[src/rtl/io_pkg.sv]
// Shared definitions for the I/O port responder slice.
//   out_state_e : output FSM encoding (StIdle = 0, StHold = 1)
//   DefDataW    : default byte width
//   DefDepth    : default output FIFO depth
//   EmptyRead   : value returned by an IN read when nothing is held
package io_pkg;

  typedef enum logic {
    StIdle = 1'b0,
    StHold = 1'b1
  } out_state_e;

  localparam int unsigned DefDataW = 8;
  localparam int unsigned DefDepth = 4;

  localparam logic [7:0] EmptyRead = 8'h00;

endpackage

[src/rtl/io_port_responder_if.sv]
// Bus bundle between the CPU/board side and io_port_responder.
//   CPU strobes : io_enable, io_write_enable, io_wdata, io_rdata
//   Out stream  : out_data, out_valid, out_ready
//   In capture  : in_data, in_valid, in_ready
//   Status      : fifo_full, ovf_flag, ovf_clr
//   tx_count    : present only when IO_TXCOUNT_EN is defined
// master = CPU/board side, slave = the responder.
interface io_port_responder_if #(
  parameter int unsigned DATA_W = 8
);
  logic              io_enable;
  logic              io_write_enable;
  logic [DATA_W-1:0] io_wdata;
  logic [DATA_W-1:0] io_rdata;
  logic [DATA_W-1:0] out_data;
  logic              out_valid;
  logic              out_ready;
  logic [DATA_W-1:0] in_data;
  logic              in_valid;
  logic              in_ready;
  logic              fifo_full;
  logic              ovf_flag;
  logic              ovf_clr;
`ifdef IO_TXCOUNT_EN
  logic [7:0]        tx_count;
`endif

  modport master (
    output io_enable, io_write_enable, io_wdata, out_ready, in_data, in_valid, ovf_clr,
    input
`ifdef IO_TXCOUNT_EN
           tx_count,
`endif
           io_rdata, out_data, out_valid, in_ready, fifo_full, ovf_flag
  );

  modport slave (
    input  io_enable, io_write_enable, io_wdata, out_ready, in_data, in_valid, ovf_clr,
    output
`ifdef IO_TXCOUNT_EN
           tx_count,
`endif
           io_rdata, out_data, out_valid, in_ready, fifo_full, ovf_flag
  );
endinterface

[src/rtl/io_sync_fifo.sv]
// Synchronous FIFO with simultaneous push/pop.
//   clk, reset_n : clock, async active-low reset
//   push, wdata  : write request and data; accepted when not full or when popping
//   pop          : remove head (ignored when empty)
//   head         : current head entry
//   full, empty  : occupancy flags
module io_sync_fifo import io_pkg::*; #(
  parameter int unsigned DATA_W = DefDataW,
  parameter int unsigned DEPTH  = DefDepth,
  parameter int unsigned PTR_W  = $clog2(DEPTH)
) (
  input  logic              clk,
  input  logic              reset_n,
  input  logic              push,
  input  logic              pop,
  input  logic [DATA_W-1:0] wdata,
  output logic [DATA_W-1:0] head,
  output logic              full,
  output logic              empty
);

  logic [DATA_W-1:0] mem_q [DEPTH];
  logic [PTR_W-1:0]  wr_ptr_q, rd_ptr_q;
  logic [PTR_W:0]    count_q;
  logic              do_push, do_pop;

  assign full    = (count_q == (PTR_W+1)'(DEPTH));
  assign empty   = (count_q == '0);
  assign do_pop  = pop & ~empty;
  // A pop frees the slot this edge, so a push into a full FIFO still lands.
  assign do_push = push & (~full | do_pop);
  assign head    = mem_q[rd_ptr_q];

  always_ff @(posedge clk or negedge reset_n) begin
    if (!reset_n) begin
      wr_ptr_q <= '0;
      rd_ptr_q <= '0;
      count_q  <= '0;
    end else begin
      if (do_push) wr_ptr_q <= wr_ptr_q + PTR_W'(1);
      if (do_pop)  rd_ptr_q <= rd_ptr_q + PTR_W'(1);
      case ({do_push, do_pop})
        2'b10:   count_q <= count_q + (PTR_W+1)'(1);
        2'b01:   count_q <= count_q - (PTR_W+1)'(1);
        default: count_q <= count_q;
      endcase
    end
  end

  always_ff @(posedge clk) begin
    if (do_push) mem_q[wr_ptr_q] <= wdata;
  end

endmodule

[src/rtl/io_port_responder.sv]
// Peripheral responder for CPU IN/OUT strobes.
//   clk, reset_n : clock, async active-low reset
//   bus (slave)  : OUT writes are queued in io_sync_fifo and streamed on
//                  out_data/out_valid/out_ready; IN reads return the byte held
//                  from in_data/in_valid (or 8'h00 when empty) on io_rdata.
//                  ovf_flag is sticky on a dropped write, cleared by ovf_clr.
// Optional: define IO_TXCOUNT_EN to add tx_count, a wrapping count of out handshakes.
module io_port_responder import io_pkg::*; #(
  parameter int unsigned DATA_W = DefDataW,
  parameter int unsigned DEPTH  = DefDepth,
  parameter int unsigned PTR_W  = $clog2(DEPTH)
) (
  input logic                 clk,
  input logic                 reset_n,
  io_port_responder_if.slave  bus
);

  out_state_e        state_q, state_d;
  logic [DATA_W-1:0] out_data_q, out_data_d;
  logic [DATA_W-1:0] hold_q, hold_d;
  logic              hold_full_q, hold_full_d;
  logic [DATA_W-1:0] rdata_q, rdata_d;
  logic              ovf_q;

  logic              push, rd, pop, drop, out_valid;
  logic              fifo_full, fifo_empty;
  logic [DATA_W-1:0] fifo_head;

  assign push = bus.io_enable & bus.io_write_enable;
  assign rd   = bus.io_enable & ~bus.io_write_enable;
  assign drop = push & fifo_full & ~pop;

  io_sync_fifo #(
    .DATA_W (DATA_W),
    .DEPTH  (DEPTH),
    .PTR_W  (PTR_W)
  ) u_fifo (
    .clk     (clk),
    .reset_n (reset_n),
    .push    (push),
    .pop     (pop),
    .wdata   (bus.io_wdata),
    .head    (fifo_head),
    .full    (fifo_full),
    .empty   (fifo_empty)
  );

  // Output FSM: state register
  always_ff @(posedge clk or negedge reset_n) begin
    if (!reset_n) begin
      state_q    <= StIdle;
      out_data_q <= '0;
    end else begin
      state_q    <= state_d;
      out_data_q <= out_data_d;
    end
  end

  // Output FSM: next state
  always_comb begin
    state_d = state_q;
    unique case (state_q)
      StIdle:  if (!fifo_empty) state_d = StHold;
      StHold:  if (bus.out_ready && fifo_empty) state_d = StIdle;
      default: state_d = StIdle;
    endcase
  end

  // Output FSM: outputs (pop strobe and next presented byte)
  always_comb begin
    pop        = 1'b0;
    out_data_d = out_data_q;
    unique case (state_q)
      StIdle: begin
        if (!fifo_empty) begin
          pop        = 1'b1;
          out_data_d = fifo_head;
        end
      end
      StHold: begin
        if (bus.out_ready && !fifo_empty) begin
          pop        = 1'b1;
          out_data_d = fifo_head;
        end
      end
      default: ;
    endcase
  end

  // out_valid derives from state so reset clears it asynchronously
  assign out_valid = (state_q == StHold);

  // Read path: a read frees the register, but a capture only happens if it
  // was empty before the edge, so a same-cycle offer is not taken while full.
  always_comb begin
    hold_d      = hold_q;
    hold_full_d = hold_full_q;
    rdata_d     = rdata_q;
    if (rd) begin
      rdata_d     = hold_full_q ? hold_q : DATA_W'(EmptyRead);
      hold_full_d = 1'b0;
    end
    if (bus.in_valid && !hold_full_q) begin
      hold_d      = bus.in_data;
      hold_full_d = 1'b1;
    end
  end

  always_ff @(posedge clk or negedge reset_n) begin
    if (!reset_n) begin
      hold_q      <= '0;
      hold_full_q <= 1'b0;
      rdata_q     <= '0;
      ovf_q       <= 1'b0;
    end else begin
      hold_q      <= hold_d;
      hold_full_q <= hold_full_d;
      rdata_q     <= rdata_d;
      if (bus.ovf_clr)   ovf_q <= 1'b0;
      else if (drop)     ovf_q <= 1'b1;
    end
  end

`ifdef IO_TXCOUNT_EN
  logic [7:0] tx_count_q;

  always_ff @(posedge clk or negedge reset_n) begin
    if (!reset_n) begin
      tx_count_q <= 8'd0;
    end else if (out_valid && bus.out_ready) begin
      tx_count_q <= tx_count_q + 8'd1;
    end
  end

  assign bus.tx_count = tx_count_q;
`endif

  assign bus.out_valid = out_valid;
  assign bus.out_data  = out_data_q;
  assign bus.io_rdata  = rdata_q;
  assign bus.in_ready  = ~hold_full_q;
  assign bus.fifo_full = fifo_full;
  assign bus.ovf_flag  = ovf_q;

endmodule

[src/flat_wrapper.sv]
// flat-port wrapper written by rule: the top's interface ports become plain ports
module io_port_responder_flat import io_pkg::*;
#(
  parameter int unsigned DATA_W = DefDataW,
  parameter int unsigned DEPTH  = DefDepth,
  parameter int unsigned PTR_W  = $clog2(DEPTH)
)
  (clk, reset_n, bus_io_enable, bus_io_write_enable, bus_io_wdata, bus_out_ready, bus_in_data, bus_in_valid, bus_ovf_clr, bus_io_rdata, bus_out_data, bus_out_valid, bus_in_ready, bus_fifo_full, bus_ovf_flag);
  io_port_responder_if #(.DATA_W(DATA_W)) bus_i ();
  input logic clk;
  input logic reset_n;
  input wire logic [$bits(bus_i.io_enable)-1:0] bus_io_enable;
  input wire logic [$bits(bus_i.io_write_enable)-1:0] bus_io_write_enable;
  input wire logic [$bits(bus_i.io_wdata)-1:0] bus_io_wdata;
  input wire logic [$bits(bus_i.out_ready)-1:0] bus_out_ready;
  input wire logic [$bits(bus_i.in_data)-1:0] bus_in_data;
  input wire logic [$bits(bus_i.in_valid)-1:0] bus_in_valid;
  input wire logic [$bits(bus_i.ovf_clr)-1:0] bus_ovf_clr;
  output wire logic [$bits(bus_i.io_rdata)-1:0] bus_io_rdata;
  output wire logic [$bits(bus_i.out_data)-1:0] bus_out_data;
  output wire logic [$bits(bus_i.out_valid)-1:0] bus_out_valid;
  output wire logic [$bits(bus_i.in_ready)-1:0] bus_in_ready;
  output wire logic [$bits(bus_i.fifo_full)-1:0] bus_fifo_full;
  output wire logic [$bits(bus_i.ovf_flag)-1:0] bus_ovf_flag;
  assign bus_i.io_enable = bus_io_enable;
  assign bus_i.io_write_enable = bus_io_write_enable;
  assign bus_i.io_wdata = bus_io_wdata;
  assign bus_i.out_ready = bus_out_ready;
  assign bus_i.in_data = bus_in_data;
  assign bus_i.in_valid = bus_in_valid;
  assign bus_i.ovf_clr = bus_ovf_clr;
  assign bus_io_rdata = bus_i.io_rdata;
  assign bus_out_data = bus_i.out_data;
  assign bus_out_valid = bus_i.out_valid;
  assign bus_in_ready = bus_i.in_ready;
  assign bus_fifo_full = bus_i.fifo_full;
  assign bus_ovf_flag = bus_i.ovf_flag;
  io_port_responder #(.DATA_W(DATA_W), .DEPTH(DEPTH), .PTR_W(PTR_W)) u_core (.clk(clk), .reset_n(reset_n), .bus(bus_i));
endmodule
[config.mk]
export PLATFORM = sky130hd
export DESIGN_NAME = io_port_responder_flat
export DESIGN_NICKNAME = d
export VERILOG_FILES = /design/src/rtl/io_pkg.sv /design/src/rtl/io_port_responder_if.sv /design/src/rtl/io_sync_fifo.sv /design/src/rtl/io_port_responder.sv /design/src/flat_wrapper.sv
export SDC_FILE = /design/constraint.sdc
export NUM_CORES = 1
export LEC_CHECK = 0
export BUFFER_PORTS_ARGS = -buffer_cell sky130_fd_sc_hd__buf_2
export CORE_MARGIN = 5
export CORE_UTILIZATION = 50
export DETAILED_ROUTE_END_ITERATION = 6
export GPL_TIMING_DRIVEN = 0
export HOLD_SLACK_MARGIN = 0.03
export PLACE_DENSITY = 0.75
export SYNTH_ARGS = -nofsm -noshare
export SYNTH_HDL_FRONTEND = slang
export SYNTH_SLANG_ARGS = --single-unit
[constraint.sdc]
create_clock -name clk -period 2 [get_ports clk]
set_input_delay 0.3 -clock clk [delete_from_list [all_inputs] [get_ports clk]]
set_output_delay 0.3 -clock clk [all_outputs]
set_load 0.03 [all_outputs]
# ---- Word level (Yosys, flattened, before mapping)
# Memories as Yosys holds them, arrays and structs flattened.
# Index checks and enable logic that the tools add are counted.
# W data, S select, Z words.
dict set report totals {
  elab_cells 58
  n_memories 1
  rom_bits 0
  in_bits 23
  out_inout_bits 20
  ff_bits 34
  ramBits 32
  latchBits 0
}
# name depth width rd rd_ports_with_merged_regs write_ports line_no
set mem_list {}
lappend mem_list {u_core.u_fifo.mem_q 4 8 1 0 1 io_sync_fifo.sv:22} ;# logic [DATA_W-1:0] mem_q [DEPTH];
dict set report op_classes {
  n_div 0
  n_lt_le_gt_ge 0
  n_reduce_logical 10
  eq_ne 5
  n_mul 0
  muxes 16
  bitwise_logic 13
  shift 0
  add_sub_neg 4
}
# operator n
set op_table {}
lappend op_table {{$mux W8} 3}
lappend op_table {{$pmux W8 S2} 1}
lappend op_table {{$mux W1} 9}
lappend op_table {{$and A1 B1 Y1} 6}
lappend op_table {{$not A1 Y1} 6}
lappend op_table {{$pmux W3 S2} 1}
lappend op_table {{$reduce_bool A2 Y1} 3}
lappend op_table {{$add A2 B1 Y2 const B} 2}
lappend op_table {{$ne A2 B2 Y1 const B} 2}
lappend op_table {{$pmux W1 S2} 2}
lappend op_table {{$add A3 B1 Y3 const B} 1}
lappend op_table {{$eq A3 B3 Y1 const B} 1}
lappend op_table {{$logic_and A1 B1 Y1} 3}
lappend op_table {{$logic_not A3 Y1} 1}
lappend op_table {{$sub A3 B1 Y3 const B} 1}
lappend op_table {{$eq A2 B1 Y1 const B} 1}
lappend op_table {{$eq A2 B2 Y1 const B} 1}
lappend op_table {{$logic_not A1 Y1} 2}
lappend op_table {{$reduce_and A2 Y1} 1}
lappend op_table {{$or A1 B1 Y1} 1}

# ---- Logic depth before layout (Yosys ltp)
dict set report depth {
  word_depth 10
  depth_mapped 6
  mapped_depth_nobuf 6
}

# ---- Hierarchy
# A second synthesis with hierarchy kept.
dict set report hier_totals {
  cells_unflattened 162
  hier_area_um2 2633.8
}
# mod cells_per_inst area_each_um2 seq_area_each_um2 n_inst
set by_module_without_submodules {}
lappend by_module_without_submodules {io_sync_fifo 80 1587.8 1136.1 1}
lappend by_module_without_submodules {io_port_responder 82 1046.0 675.6 1}

# ---- Worst setup path before layout
# OpenSTA, ideal clock, no wires.
dict set report synth_timing {
  kind {register -> register}
  start {register u_core.state_q (netlist: u_core.bus.out_valid)}
  end {register u_core.u_fifo.count_q[2]}
  synth_period_minus_slack_ns 2.265
  n_path_buf 0
  t_required_ns 1.879
  setup_slack_ns -0.265
  setup_ns 0.121
  path_stages_with_launch 7
  arrival_ns 2.144
  cell_sequence {dfrtp_1 -> and2b_1 -> or3_1 -> fa_1 -> or3_1 -> a31oi_1 -> nand2b_1}
}
dict set report synth_between {
  elab_chain_cells 7
  elab_cells_between_ends 9
  classes_between {eq/ne (2); mux (2); bitwise (4); reduce/logical (1)}
}
# element line_no
set synth_rtl {}
lappend synth_rtl {{start: declaration} io_port_responder.sv:18} ;# out_state_e state_q, state_d;
lappend synth_rtl {{start signal: assignment} io_port_responder.sv:51} ;# state_q <= StIdle;
lappend synth_rtl {{start signal: assignment} io_port_responder.sv:54} ;# state_q <= state_d;
lappend synth_rtl {{$not A1 Y1} io_port_responder.sv:73} ;# unique case (state_q)
lappend synth_rtl {{$pmux W1 S2 *} io_port_responder.sv:73}
lappend synth_rtl {{$and A1 B1 Y1 *} io_sync_fifo.sv:29} ;# assign do_pop = pop & ~empty;
lappend synth_rtl {{$or A1 B1 Y1} io_sync_fifo.sv:31} ;# assign do_push = push & (~full | do_pop);
lappend synth_rtl {{$and A1 B1 Y1} io_sync_fifo.sv:31}
lappend synth_rtl {{$eq A2 B1 Y1 or $eq A2 B2 Y1 (tied branches)} io_sync_fifo.sv:42} ;# case ({do_push, do_pop})
lappend synth_rtl {{$pmux W3 S2 or $reduce_bool A2 Y1 (tied branches)} n/a}
lappend synth_rtl {{end signal: assignment} io_sync_fifo.sv:43} ;# 2'b10: count_q <= count_q + (PTR_W+1)'(1);
lappend synth_rtl {{end signal: assignment} io_sync_fifo.sv:44} ;# 2'b01: count_q <= count_q - (PTR_W+1)'(1);
lappend synth_rtl {{end signal: assignment} io_sync_fifo.sv:45} ;# default: count_q <= count_q;
lappend synth_rtl {{end: declaration} io_sync_fifo.sv:24} ;# logic [PTR_W:0] count_q;
# Mark *: on every way between the ends. The rest lies on a longest branch, timed or not.
# A chain may end at the register's enable or synchronous reset.

# ---- Worst setup path in the final report
# Ends and elaborated chain as after synthesis.

==> results_dict.tcl <==
set metrics [dict create \
    cp-start-kind "flip-flop" \
    ant_nets 0 \
    cts_sinks 66 \
    dp_hpwl_mm 3.16 \
    grt_pass1_wl_mm 8.18 \
    powerDensity_nw_per_um2 1460 \
    dieHeight_um 83.4 \
    ys_seq_area_frac 0.672 \
    gp_congestion 0.769 \
    max-vdd-ir-drop_v 0.000981 \
    grt_pass1_vias 1669 \
    post-route-min-period_ns 2.03 \
    fin_util 0.634 \
    violations "negative setup slack" \
    ys_ff_latch 66 \
    setup_slack_ns -0.0338 \
    tightest_slew_ns 0.826 \
    track_usage 0.152 \
    totalWireLength_mm 4.74 \
    max-slew-margin-rel 0.449 \
    cts_tree "yes" \
    critPathKind "flip-flop to flip-flop" \
    grt_overflow 0 \
    layout-drive-gt1-share 0.458 \
    clock_latency_ns 0.33 \
    antennaDiodeCount 0 \
    worstSetupEndpointType "flip-flop" \
    path_max_fanout 2 \
    cp.arrival_ns 2.25 \
    drt_iter0_drc 78 \
    path_cells "and2b_2, or3_4, fa_2, or3_4, a31oi_4, nand2b_1" \
    crit_slowest_cell "or3_4" \
    drc 0 \
    antenna_found_initial 0 \
    die_x_um 83.4 \
    syn_avg_cell_area_um2 15.6 \
    clockRootBuffer "clkbuf_8" \
    rsz0062_at_grt "yes" \
    cts_max_path_buffers 2 \
    fillers 377 \
    reg2reg_to "u_core.u_fifo.count_q[2]" \
    avgViaCountPerCell 4.98 \
    outcome "finished, violations left" \
    dr.pass1.iters 6 \
    fin_skew_ns 0.00442 \
    fin_setup_tns_ns -0.0338 \
    reg2reg_depth 6 \
    vias 1535 \
    synthCells 173 \
    synthDistinctLibCells 37 \
    yosys_warnings 0 \
    syn_nets 201 \
    start_util 0.521 \
    finalHoldViolCount 0 \
    post-route-period-util 1.02 \
    critPathRequiredTime_ns 2.21 \
    layout_commonest_cell "buf_2" \
    finalPower_w 0.00480 \
    crit_path_frequent_cell "or3_4" \
    final_cell_mix "buf_2, edfxtp_1, dfrtp_1" \
    core_area_um2 5170 \
    area_growth_pct 21.6 \
    rows 26 \
    grt_max_degree 35 \
    fmax_mhz 492 \
    max_cap_viol_count 0 \
    nets 261 \
    slew_violations 0 \
    htreeDepth 3 \
    reg2reg_slack_ns -0.03 \
    max_stage_delay_ns 0.42 \
    path_clk_slew_ns 0.07 \
    portBuffers 42 \
    r2r_start "u_core.bus.out_valid" \
    dieArea_um2 6960 \
    hold_class "primary input to asynchronous set/reset pin" \
    ios 43 \
    setup_viol 1 \
    cts_buffers 9 \
    p_leak_nw 1.36 \
    wl_per_cell_um 15.4 \
    synth.cell_area_um2 2700 \
]
==> metal layers <==
layer,global-route usage,vias to the layer above,wire length [µm]
li1,-,748,-
met4,0.0658,0,69
met5,0,-,0
met1,0.201,738,2160
met2,0.230,43,2250
met3,0.0485,6,252
==> worst max path at each step <==
stage / to / startpoint / depth (start not counted)
after floorplan: u_core.u_fifo.count_q[2] / u_core.bus.out_valid / 6
after global placement: u_core.u_fifo.count_q[2] / u_core.u_fifo.count_q[0] / 6
after detailed placement: u_core.u_fifo.count_q[2] / bus_out_ready / 7
after CTS: u_core.u_fifo.count_q[2] / u_core.bus.out_valid / 6
after global routing: u_core.u_fifo.count_q[2] / u_core.bus.out_valid / 6
final: u_core.u_fifo.count_q[2] / u_core.bus.out_valid / 6
==> final cells by class <==
| class | count | area [µm²] | area share |
|---|---|---|---|
| Buffer | 5 | 27.5 | 0.00840 |
| Clock buffer | 9 | 124 | 0.0378 |
| Clock inverter | 7 | 60.1 | 0.0183 |
| Inverter | 5 | 18.8 | 0.00573 |
| Multi-Input combinational cell | 97 | 882 | 0.269 |
| Sequential cell | 66 | 1820 | 0.554 |
| Tap cell | 70 | 87.6 | 0.0267 |
| Timing Repair Buffer | 49 | 263 | 0.0802 |
==> flip-flops by register name, indices dropped and copies added, names as in the netlist <==
register,count
u_core.bus.io_rdata,8
u_core.bus.out_data,8
u_core.bus.out_valid,1
u_core.bus.ovf_flag,1
u_core.hold_full_q,1
u_core.hold_q,8
u_core.u_fifo.count_q,3
u_core.u_fifo.mem_q,32
u_core.u_fifo.rd_ptr_q,2
u_core.u_fifo.wr_ptr_q,2
==> kinds of logic after synthesis <==
| logic type | count (synthesis) | synth area share |
|---|---|---|
| AOI/OAI and AO/OA | 17 | 0.0395 |
| muxes | 25 | 0.139 |
| DFF | 66 | 0.672 |
| adders and majority gates | 5 | 0.0260 |
| xor gates and xnor gates | 4 | 0.0130 |
| buffers and inverters | 10 | 0.0172 |
| and+or+nand+nor | 46 | 0.0929 |
==> through the flow <==
stage	setup WS, ns	instances	instance area [µm²]	hold slack, ns
after floorplan	-0.140	173	2710	0.00441
after global placement	-0.108	285	3010	0.433
after detailed placement	-0.164	285	3010	0.437
after CTS	-0.0208	306	3240	0.0760
after global routing	-0.0902	308	3280	0.0945
final	-0.0338	308	3280	0.0585
==> synth_stat cells, drive strengths merged <==
| master | number | area [µm²] |
|---|---|---|
| a21o | 2 | 15.0 |
| ha | 4 | 50.1 |
| o21a | 1 | 7.51 |
| nor4 | 1 | 6.26 |
| or3 | 2 | 12.5 |
| or2b | 1 | 7.51 |
| and2b | 1 | 7.51 |
| buf | 3 | 20.0 |
| nor3b | 1 | 12.5 |
| dfrtp | 34 | 851 |
| nand2 | 22 | 82.6 |
| nor2 | 4 | 30.0 |
| nor2b | 1 | 6.26 |
| o2111ai | 1 | 8.76 |
| o21ai | 8 | 40.0 |
| mux2 | 17 | 195 |
| fa | 1 | 20.0 |
| nor3 | 3 | 20.0 |
| a2111oi | 2 | 18.8 |
| edfxtp | 32 | 961 |
| and2 | 6 | 42.5 |
| xnor2 | 3 | 26.3 |
| clkbuf | 2 | 7.51 |
| nand2b | 2 | 12.5 |
| a31oi | 1 | 6.26 |
| a21oi | 2 | 10.0 |
| mux4 | 8 | 180 |
| inv | 5 | 18.8 |
| xor2 | 1 | 8.76 |
| nand3 | 2 | 10.0 |
==> where the power goes <==
group          total, W  internal [W]  switching [W]
Combinational   0.00180      0.000813       0.000988
Sequential      0.00196       0.00179       0.000169
Clock           0.00104      0.000560       0.000478
Total           0.00480       0.00316        0.00164
==> critical path: cells and delay by family, from the launching register on <==
kind                     cells  cell delay (ns)
AO/OA/AOI/OAI                1             0.14
AND/OR/NAND/NOR              4             1.02
flip-flops                   1             0.40
adder cells (fa/ha/maj)      1             0.37
==> what timing repair did <==
action	CTS	global route
pin swaps	2	3
setup buffers	5	2
endpoints found under the setup margin	2	1
hold buffers	0	0
resized for setup	3	6
Note: power is estimated with default switching activity, not from simulation.
